$ cat src/rtl/stacker_pkg.sv
// Shared definitions for the stacker game controller.
// Holds the FSM state encoding, the bounce direction constants and a
// constant-evaluable clog2 used to size the row and score ports.
package stacker_pkg;

  typedef enum logic [2:0] {
    ST_INIT   = 3'd0,
    ST_TRACE  = 3'd1,
    ST_CHECK  = 3'd2,
    ST_UPDATE = 3'd3,
    ST_WIN    = 3'd4,
    ST_LOSE   = 3'd5
  } state_e;

  // RIGHT moves the segment toward bit 0, LEFT toward bit COLS-1.
  localparam logic DIR_RIGHT = 1'b0;
  localparam logic DIR_LEFT  = 1'b1;

  function automatic int clog2(input int value);
    int r;
    r = 0;
    while ((1 << r) < value) r++;
    return r;
  endfunction

endpackage

$ cat src/rtl/stacker_game_ctrl_btn_rise_detect.sv
// Purpose: turns the level button into a single-cycle press on its rising edge.
// Latency: combinational press, valid in the same cycle btn first goes high.
// Backpressure: none; a held button yields exactly one press.
// Ports: updateClk/reset (async, active-high), btn (level in), press (pulse out).
module btn_rise_detect (
  input  logic updateClk,
  input  logic reset,
  input  logic btn,
  output logic press
);

  logic btn_q;
  logic btn_d;

  always_comb btn_d = btn;

  always_ff @(posedge updateClk or posedge reset) begin
    if (reset) btn_q <= 1'b0;
    else       btn_q <= btn_d;
  end

  assign press = btn & ~btn_q;

endmodule

$ cat src/rtl/stacker_game_ctrl.sv
// Purpose: stacker game FSM - bounce a segment, drop it on press, keep the overlap.
// Latency: all outputs registered; a display write appears one cycle after its cause.
// Backpressure: none; the display buffer must accept writeStrobe every cycle.
// Ports: updateClk, reset (async, active-high), btn; val/rowIndex/writeStrobe to the
//        row buffer; win/lose level flags; score = rows stacked this game.
module stacker_game_ctrl
  import stacker_pkg::*;
#(
  parameter int COLS         = 8,
  parameter int ROWS         = 8,
  parameter int INIT_LEN     = 3,
  parameter int START_PERIOD = 16,
  parameter int PERIOD_STEP  = 2,
  parameter int MIN_PERIOD   = 2
) (
  input  logic                   updateClk,
  input  logic                   reset,
  input  logic                   btn,
  output logic [COLS-1:0]        val,
  output logic [clog2(ROWS)-1:0] rowIndex,
  output logic                   writeStrobe,
  output logic                   win,
  output logic                   lose,
  output logic [clog2(ROWS):0]   score
);

  localparam int RW = clog2(ROWS);
  localparam int SW = RW + 1;
  localparam int PW = clog2(START_PERIOD + 1);
  localparam logic [COLS-1:0] SEG_INIT = {COLS{1'b1}} << (COLS - INIT_LEN);
  localparam logic [RW-1:0]   LAST_ROW = RW'(ROWS - 1);

  logic press;

  btn_rise_detect u_btn (
    .updateClk (updateClk),
    .reset     (reset),
    .btn       (btn),
    .press     (press)
  );

  state_e          state_q,    state_d;
  logic            clr_act_q,  clr_act_d;
  logic [RW-1:0]   clr_idx_q,  clr_idx_d;
  logic [COLS-1:0] cur_q,      cur_d;
  logic [COLS-1:0] prev_q,     prev_d;
  logic [COLS-1:0] landed_q,   landed_d;
  logic            dir_q,      dir_d;
  logic [PW-1:0]   period_q,   period_d;
  logic [PW-1:0]   move_cnt_q, move_cnt_d;
  logic [COLS-1:0] val_q,      val_d;
  logic [RW-1:0]   row_q,      row_d;
  logic            strobe_q,   strobe_d;
  logic            win_q,      win_d;
  logic            lose_q,     lose_d;
  logic [SW-1:0]   score_q,    score_d;

  logic [COLS-1:0] shifted;
  logic            dir_next;
  int              per_dec;

  always_comb begin
    state_d    = state_q;
    clr_act_d  = clr_act_q;
    clr_idx_d  = clr_idx_q;
    cur_d      = cur_q;
    prev_d     = prev_q;
    landed_d   = landed_q;
    dir_d      = dir_q;
    period_d   = period_q;
    move_cnt_d = move_cnt_q;
    val_d      = val_q;
    row_d      = row_q;
    strobe_d   = 1'b0;
    win_d      = win_q;
    lose_d     = lose_q;
    score_d    = score_q;

    // Next segment position; an edge cell flips direction and reflects in the same tick.
    dir_next = dir_q;
    if (dir_q == DIR_RIGHT) begin
      if (cur_q[0]) begin
        dir_next = DIR_LEFT;
        shifted  = cur_q << 1;
      end else begin
        shifted  = cur_q >> 1;
      end
    end else begin
      if (cur_q[COLS-1]) begin
        dir_next = DIR_RIGHT;
        shifted  = cur_q >> 1;
      end else begin
        shifted  = cur_q << 1;
      end
    end

    // Saturating speed-up, computed signed so the step cannot wrap below the floor.
    per_dec = int'(period_q) - PERIOD_STEP;
    if (per_dec < MIN_PERIOD) per_dec = MIN_PERIOD;

    case (state_q)
      ST_INIT: begin
        win_d  = 1'b0;
        lose_d = 1'b0;
        if (clr_act_q) begin
          strobe_d  = 1'b1;
          val_d     = '0;
          row_d     = clr_idx_q;
          clr_idx_d = clr_idx_q + RW'(1);
          if (clr_idx_q == LAST_ROW) begin
            clr_act_d = 1'b0;
            clr_idx_d = '0;
          end
        end else begin
          // Game setup is reapplied every idle cycle, so it is ready whenever the press lands.
          row_d      = '0;
          cur_d      = SEG_INIT;
          prev_d     = '1;
          score_d    = '0;
          period_d   = PW'(START_PERIOD);
          dir_d      = DIR_RIGHT;
          move_cnt_d = '0;
          if (press) begin
            state_d  = ST_TRACE;
            strobe_d = 1'b1;
            val_d    = SEG_INIT;
          end
        end
      end

      ST_TRACE: begin
        if (press) begin
          // A press beats a coinciding shift tick.
          landed_d = cur_q & prev_q;
          strobe_d = 1'b1;
          val_d    = cur_q & prev_q;
          state_d  = ST_CHECK;
        end else if (move_cnt_q == period_q - PW'(1)) begin
          move_cnt_d = '0;
          cur_d      = shifted;
          dir_d      = dir_next;
          strobe_d   = 1'b1;
          val_d      = shifted;
        end else begin
          move_cnt_d = move_cnt_q + PW'(1);
        end
      end

      ST_CHECK: begin
        if (landed_q == '0) begin
          state_d = ST_LOSE;
          lose_d  = 1'b1;
        end else begin
          score_d = score_q + SW'(1);
          if (row_q == LAST_ROW) begin
            state_d = ST_WIN;
            win_d   = 1'b1;
          end else begin
            state_d = ST_UPDATE;
          end
        end
      end

      ST_UPDATE: begin
        prev_d     = landed_q;
        cur_d      = landed_q;
        row_d      = row_q + RW'(1);
        move_cnt_d = '0;
        period_d   = PW'(per_dec);
        strobe_d   = 1'b1;
        val_d      = landed_q;
        state_d    = ST_TRACE;
      end

      ST_WIN, ST_LOSE: begin
        if (press) begin
          state_d   = ST_INIT;
          clr_act_d = 1'b1;
          clr_idx_d = '0;
          win_d     = 1'b0;
          lose_d    = 1'b0;
        end
      end

      default: begin
        state_d   = ST_INIT;
        clr_act_d = 1'b1;
        clr_idx_d = '0;
        win_d     = 1'b0;
        lose_d    = 1'b0;
      end
    endcase
  end

  always_ff @(posedge updateClk or posedge reset) begin
    if (reset) begin
      state_q    <= ST_INIT;
      clr_act_q  <= 1'b1;
      clr_idx_q  <= '0;
      cur_q      <= SEG_INIT;
      prev_q     <= '1;
      landed_q   <= '0;
      dir_q      <= DIR_RIGHT;
      period_q   <= PW'(START_PERIOD);
      move_cnt_q <= '0;
      val_q      <= '0;
      row_q      <= '0;
      strobe_q   <= 1'b0;
      win_q      <= 1'b0;
      lose_q     <= 1'b0;
      score_q    <= '0;
    end else begin
      state_q    <= state_d;
      clr_act_q  <= clr_act_d;
      clr_idx_q  <= clr_idx_d;
      cur_q      <= cur_d;
      prev_q     <= prev_d;
      landed_q   <= landed_d;
      dir_q      <= dir_d;
      period_q   <= period_d;
      move_cnt_q <= move_cnt_d;
      val_q      <= val_d;
      row_q      <= row_d;
      strobe_q   <= strobe_d;
      win_q      <= win_d;
      lose_q     <= lose_d;
      score_q    <= score_d;
    end
  end

  assign val         = val_q;
  assign rowIndex    = row_q;
  assign writeStrobe = strobe_q;
  assign win         = win_q;
  assign lose        = lose_q;
  assign score       = score_q;

endmodule

$ cat config.mk
export PLATFORM = sky130hd
export DESIGN_NAME = stacker_game_ctrl
export DESIGN_NICKNAME = d
export VERILOG_FILES = /design/src/rtl/stacker_pkg.sv /design/src/rtl/stacker_game_ctrl_btn_rise_detect.sv /design/src/rtl/stacker_game_ctrl.sv
export SDC_FILE = /design/constraint.sdc
export NUM_CORES = 1
export LEC_CHECK = 0
export ABC_CLOCK_PERIOD_IN_PS = 2400
export BUFFER_PORTS_ARGS = -buffer_cell sky130_fd_sc_hd__buf_2
export CAP_MARGIN = 20
export CELL_PAD_IN_SITES_DETAIL_PLACEMENT = 0
export CELL_PAD_IN_SITES_GLOBAL_PLACEMENT = 2
export CORE_UTILIZATION = 39
export DETAILED_ROUTE_END_ITERATION = 6
export PLACE_DENSITY = 0.91
export SYNTH_ARGS = -nofsm -noshare
export SYNTH_HDL_FRONTEND = slang
export SYNTH_SLANG_ARGS = --single-unit
$ cat constraint.sdc
create_clock -name updateClk -period 2.4 [get_ports updateClk]
set_input_delay 0.12 -clock updateClk [delete_from_list [all_inputs] [get_ports updateClk]]
set_output_delay 0.12 -clock updateClk [all_outputs]
set_load 0.02 [all_outputs]
Word-level counts from Yosys, hierarchy flattened
Index checks and enable logic that the tools add are counted.

Bits in registers: 61. Input port bits: 3. Output and inout bits: 18. Word-level logic and storage cells: 126.

Add/subtract/negate cells: 6. Magnitude comparators: 1. Eq/ne operators: 20. Multiplexer cells: 57. Bitwise operators: 5. Reduce and logical (&&, ||, !) cells: 21.

Operators by type and width (number): $mux 8 (10); $pmux 8 s3 (2); $mux 3 (9); $mux 5 (5); $ne 2x2->1 const B (10); $mux 1 (17); $pmux 8 s2 (1); $reduce_and 4->1 (4); $pmux 3 s5 (1); $pmux 5 s3 (1); $reduce_and 3->1 (5); $eq 3x3->1 const B (4); $pmux 1 s3 (4); $pmux 5 s2 (1); $pmux 3 s3 (1); $and 8x8->8 (1); $logic_not 8->1 (1); $mux 4 (2); $pmux 4 s2 (1); $add 3x1->3 const B (2); $eq 3x2->1 const B (2); $lt 6x3->1 const B (1); $ne 3x3->1 const B (2); $pmux 3 s2 (1); 15 further kinds (22).

Logic depth before layout (Yosys ltp)
Gate-level depths: netlist of the first run.

Depth in word-level cells: 5. Mapped depth: 9. Gate-level depth less buffers: 7.

Modules after synthesis
From an unflattened synthesis of the first run, not the netlist that was laid out.

Cells, all modules: 312. Area, all modules: 3140.5 µm².

Modules (own cells, without submodules): stacker_game_ctrl (times used 1, cells each 309, area an instance 3098.0 µm², sequential area each 1492.7 µm²); btn_rise_detect (times used 1, cells each 3, area an instance 42.5 µm², sequential area each 25.0 µm²).

Worst setup path after synthesis of the first run
Ideal clock, no wire load.

Kind: register to register. Start: register period_q[1]. End: register val_q[0], in the netlist val[0]. Setup time: 125 ps. Data arrival time: 2063 ps. Data required time: 2275 ps. Setup slack: 212 ps. Stages on the path, launching flop included: 9. Path buffers: 1. Clock period less this slack: 2188 ps. Cell sequence: dfrtp_1 inv_1 ha_1 buf_6 xor3_2 nor4_4 a311oi_4 nor2_8 mux2_4.

Longest elaborated chain between the ends: 4.

Ends and longest elaborated chain: from (decl) (line stacker_game_ctrl.sv:49) `logic [PW-1:0] period_q, period_d;`; from (signal assigned) (line stacker_game_ctrl.sv:204) `period_q <= PW'(START_PERIOD);`; from (signal assigned) (line stacker_game_ctrl.sv:220) `period_q <= period_d;`; $sub 5x1->5 (line stacker_game_ctrl.sv:138) `end else if (move_cnt_q == period_q - PW'(1)) begin`; $eq 5x5->1 (line stacker_game_ctrl.sv:138); $ne 3x3->1 (no source line); $reduce_and 3->1 (no source line); to (signal assigned) (line stacker_game_ctrl.sv:222) `val_q <= val_d;`; to (decl) (line stacker_game_ctrl.sv:51) `logic [COLS-1:0] val_q, val_d;`.

Every way passes these cells. A chain may end at the register's enable or synchronous reset.

Final worst setup path of the first run
Start: register period_q[2]. End: register val_q[0], in the netlist val[0].

Same word-level chain as after synthesis.

==> results of run 1 <==
repair_timing:
item,4_1_cts,5_1_grt
hold buffers,2,0
hold endpoints to repair,48,0
setup buffers,0,3
endpoints found under the setup margin,0,4
gates resized for setup,0,2
cell type report:
class	count	area, sq um
Timing Repair Buffer	44	323
Tap cell	105	131
Clock buffer	14	153
Multi-Input combinational cell	254	1640
Fill cell	772	4450
Clock inverter	2	10.0
Inverter	18	67.6
Sequential cell	60	1520
cell families (layout without fill, tap and decap cells):
family                   after synthesis  after routing  share of synthesized area
AO/OA/AOI/OAI                         99             99                      0.188
flip-flops                            60             60                      0.451
adder cells (fa/ha/maj)                8              8                     0.0297
multiplexers                          16             16                     0.0550
buffers and inverters                 38             78                     0.0621
XOR/XNOR                               8              8                     0.0301
AND/OR/NAND/NOR                      123            123                      0.185
cell usage after synthesis (all sizes together) (4+ instances only):
library cell	number	share of area
dfrtp	47	0.35
nand2	44	0.049
o21ai	40	0.061
nor2	28	0.036
a21oi	21	0.031
inv	18	0.020
nand3	15	0.022
dfstp	13	0.10
clkbuf	12	0.017
buf	8	0.025
ha	8	0.030
mux2	8	0.031
mux2i	8	0.024
nand2b	6	0.011
nor2b	5	0.0093
o22a	5	0.013
a22oi	4	0.0089
a31oi	4	0.0074
nand4	4	0.0074
o21a	4	0.0089
o22ai	4	0.0074
xor2	4	0.010
state kept, by name, indices dropped and copies added (netlist names), 3 cells and up:
register / count
clr_idx_q: 3
cur_q: 8
landed_q: 8
move_cnt_q: 5
period_q: 4
prev_q: 8
rowIndex: 3
score: 4
state_q: 3
val: 8
layer usage:
metal,wire [microns],share of wire,track usage
met4,122,0.015,0.0606
met2,3610,0.46,0.302
met5,0,0,0
met3,336,0.043,0.0378
met1,3820,0.48,0.287
stage by stage:
step,util,power [W],cell area (sq um)
after floorplan,-,0.00356,3370
after global placement,0.437,0.00425,3620
after detailed placement,0.437,0.00428,3620
after CTS,0.459,0.00509,3810
after global routing,0.463,0.00552,3840
final,0.463,0.00512,3840
power breakdown:
part / total [W] / internal, W / leakage, nW / switching (W)
Clock: 0.000791 / 0.000401 / 0.0844 / 0.000390
Combinational: 0.00258 / 0.00114 / 0.903 / 0.00144
Sequential: 0.00174 / 0.00138 / 0.757 / 0.000360
path summary, 6_finish.rpt:
check	startpoint	to	slack, ps	cells after the start
setup / recovery	period_q[2]	val[0]	110	7
hold / removal	reset	period_q[2]	390	4
setup reg to reg	period_q[2]	val[0]	110	7
hold reg to reg	prev_q[5]	prev_q[5]	500	2
max in group asynchronous	reset	prev_q[3]	1690	4
min in group updateClk	btn	u_btn.btn_q	480	2
layout by cell type, fill, tap and decap left out, types with 15 or more instances in the layout:
cell type	n
inv_1	16
a21oi_1	21
o21ai_0	19
o21ai_1	20
nand3_1	15
dfrtp_1	47
buf_4	19
buf_2	20
nand2_1	44
nor2_1	27
worst register-to-register path, cell delays in order, from the launching register on:
cell and delay (ps):
dfrtp_1 400, inv_1 110, ha_2 200, xor3_2 340, nor4_4 370, a311oi_4 170, nor2_8 260, mux2_4 320
==> results.cfg, run 1 <==
[die]
rows = 33
dieArea_sq_mm = 0.00901
die_h_microns = 94.9
start_util = 0.406
die_w_microns = 94.9
core_sq_mm = 0.00830
io_pins = 21

[timing]
setup_viol = 0
hold_viol_final = 0
period_needed_ps = 2290
relSlewSlack = 0.651
setup_slack_ps = 111
max_freq_mhz = 437
worstMarginPinSlew_ps = 518
fin_worst_skew_ps = 6.62
maxSlewViolCount = 0
timing.hold.ws_ps = 387
finalCritPeriodShare = 0.954
setup_tns_ps = 0

[setup_path]
critPathCaptureType = register
crit_family = simple AND/OR/NAND/NOR gates
path_cells = inv_1, ha_2, xor3_2, nor4_4, a311oi_4, nor2_8, mux2_4
max_stage_delay_ps = 400
crit_fanout = 7
cp.arrival_ps = 2510
crit_type = reg -> reg
required_ps = 2620
cp-start-kind = register
slowest_stage = dfrtp_1
crit_buf_inv = 1

[route]
first_pass_iters = 4
drc = 0
routedWlPerCell_microns = 15.9
vias_per_cell = 5.39
postRouteWirelength_mm = 7.89
initialDrtViolationCount = 121
vias = 2681
final_antenna_net_count = 0

[hold_path]
min_path_type = in -> async

[place]
place_hpwl_mm = 5.37
place.port_buffers = 20
gp_congestion = 0.787
place_ws_ps = 116
dp.cells = 476

[synth]
ys.flop_type = dfrtp_1
synth-seq-area-share = 0.451
avgSynthCellArea_sq_um = 9.57
ys_ff_latch = 60
synth_cell_type_count = 63
async_reset_ff_frac = 1.00
syn_nets = 363
synth_enable_flop_cells = 0
synth_cells = 352
synth_area_sq_mm = 0.00337
yosys_warnings = 0

[clocking]
max-clock-path-buffers = 2
cts_made_buffers = 9
root_buffer = clkbuf_8
clk_latency_ps = 340
cts.sinks = 60
cts_tree = built
clkTransAtPathRegs_ps = 70
htreeDepth = 3

[power]
vdd_drop_max_mv = 0.668
p_per_area_mw_per_mm2 = 1330
leakage_nw = 1.74

[cells_and_area]
fin_cells = 497
final_nets = 398
area_growth_pct = 14.2
n_antenna_cell = 0
drive_gt1_frac = 0.222

[flow_run]
maxCapViolCount = 0

[grt]
antenna_found_initial = 0
overflow = 0
grt.total_usage = 0.199
grt_pass1_wl_mm = 13.5
grt_pass1_vias = 2614
grt_max_degree = 61

[outcome]
status = complete, no violations
No activity file was read; power rests on OpenSTA's default activity.
==> run 2: changes to the inputs <==
ABC_CLOCK_PERIOD_IN_PS = 1900   (was 2400)
CORE_UTILIZATION = 35   (was 39)
PLACE_DENSITY = 0.86   (was 0.91)
clock period = 1.9 ns   (was 2.4 ns; I/O delays follow)
==> run 2 against run 1 <==
  * The flow now finishes with violations (setup timing)
  * Worst hold slack worse by 61 ps
  * Clock power up 63%
  * Core utilization down 1.4 points
  * Fmax up 11%
  * Clock skew up 1.2 ps
  * Design area up 8.5%
  * Final cell count up 9.1%
  * First-iteration DRC count up 12%
  * Sequential cell count unchanged
  * Combinational power up 44%
  * Setup slack worse by 270 ps
  * Critical path type unchanged
==> results.cfg, run 2 (synthesized netlist as in run 1, its figures left out) <==
[cells_and_area]
n_antenna_cell = 0
fin_cells = 542
area_growth_pct = 23.9
postLayoutCoreUtil = 0.449
mostFrequentLayoutCells = 47 x dfrtp_1, 44 x nand2_1, 38 x buf_4
nFillCells = 905
multi_input_area_sq_mm = 0.00172
seq_area_sq_mm = 0.00152
layout_commonest_cell = dfrtp_1
drive_gt1_frac = 0.298
fin_area_sq_mm = 0.00417
final_nets = 419

[timing]
maxSlewViolCount = 0
hold_viol_final = 0
timing.hold.ws_ps = 326
setup_viol = 21
worstMarginPinSlew_ps = 381
fin_worst_skew_ps = 7.84
max_freq_mhz = 486
rsz0062_at_grt = yes
setup_slack_ps = -159
relSlewSlack = 0.745
finalCritPeriodShare = 1.08
period_needed_ps = 2060

[setup_path]
crit_type = reg -> reg
cp.arrival_ps = 2300
required_ps = 2140
critPathCaptureType = register
cp-start-kind = register
crit_fanout = 4

[clocking]
cts.sinks = 60
root_buffer = clkbuf_8
clk_latency_ps = 350
max-clock-path-buffers = 2
htreeDepth = 3
clkTransAtPathRegs_ps = 70
cts_tree = built
cts_made_buffers = 9

[place]
placed_cell_area_sq_mm = 0.00382
dp.cells = 519
gp_congestion = 0.843
place_hpwl_mm = 5.85
place.port_buffers = 20

[die]
io_pins = 21
start_util = 0.363
rows = 35
die_w_microns = 100
dieArea_sq_mm = 0.0100
core_sq_mm = 0.00928
die_h_microns = 100

[hold_path]
min_path_type = in -> async

[route]
drc = 0
first_pass_iters = 4
postRouteWirelength_mm = 8.30
vias_per_cell = 5.11
initialDrtViolationCount = 136
routedWlPerCell_microns = 15.3
vias = 2771
final_antenna_net_count = 0

[grt]
grt_max_degree = 61
overflow = 0
grt_pass1_vias = 2764
antenna_found_initial = 0
grt.total_usage = 0.186
grt_pass1_wl_mm = 14.2

[flow_run]
maxCapViolCount = 0

[power]
vdd_drop_max_mv = 0.535
leakage_nw = 1.87
p_per_area_mw_per_mm2 = 1710

[outcome]
violations = setup timing
status = complete, but fails checks
[run 2: where the power goes]
group | internal (W) | switching [W] | leakage (nW)
combinational | 0.00166 | 0.00205 | 1.01
sequential | 0.00174 | 0.000383 | 0.757
clock | 0.000738 | 0.000549 | 0.102
[run 2: final timing paths]
path | from | to | slack [ps] | cells past startpoint
min in group updateClk | btn | u_btn.btn_q | 470 | 2
setup reg to reg | period_q[2] | cur_q[0] | -160 | 7
hold reg to reg | prev_q[2] | prev_q[2] | 500 | 2
max in group asynchronous | reset | cur_q[5] | 1230 | 4
setup / recovery | period_q[2] | cur_q[0] | -160 | 7
hold / removal | reset | cur_q[2] | 330 | 4
[run 2: final cells by class]
cell class / count / share of cell area
Timing Repair Buffer: 65 / 0.116
Multi-Input combinational cell: 254 / 0.413
Clock buffer: 10 / 0.0306
Inverter: 18 / 0.0162
Tap cell: 129 / 0.0387
Clock inverter: 6 / 0.0213
Sequential cell: 60 / 0.364
[run 2: timing repair]
| item | 4_1_cts | 5_1_grt |
|---|---|---|
| pin swaps | 3 | 3 |
| buffers inserted | 3 | 2 |
| endpoints found under the setup margin | 22 | 23 |
| hold buffers | 2 | 0 |
| endpoints found under the hold margin | 48 | 0 |
| gates resized for setup | 9 | 6 |
[run 2: critical path, stage by stage (launching register included)]
cell,delay [ps]
dfrtp_1,400
inv_2,130
ha_4,240
xnor2_4,130
nor4_4,360
buf_4,180
a31o_4,200
mux2_4,300
[run 2: stage by stage]
stage	total power [W]	TNS [ps]	setup WS (ps)
floorplan	0.00458	-2100	-252
CTS	0.00705	-2230	-160
global route	0.00767	-3530	-224
finish	0.00712	-2120	-159
global placement	0.00558	-2440	-169
detailed placement	0.00563	-3350	-220
[run 2: routing by layer]
metal  routed length [microns]  track usage  part of all wire  vias up
li1                          -            -                 -     1356
met1                      4080        0.254              0.49     1337
met2                      3690        0.277              0.44       58
met3                       252       0.0411             0.030       20
met4                       276       0.0936             0.033        0
met5                         0            0                 0        -
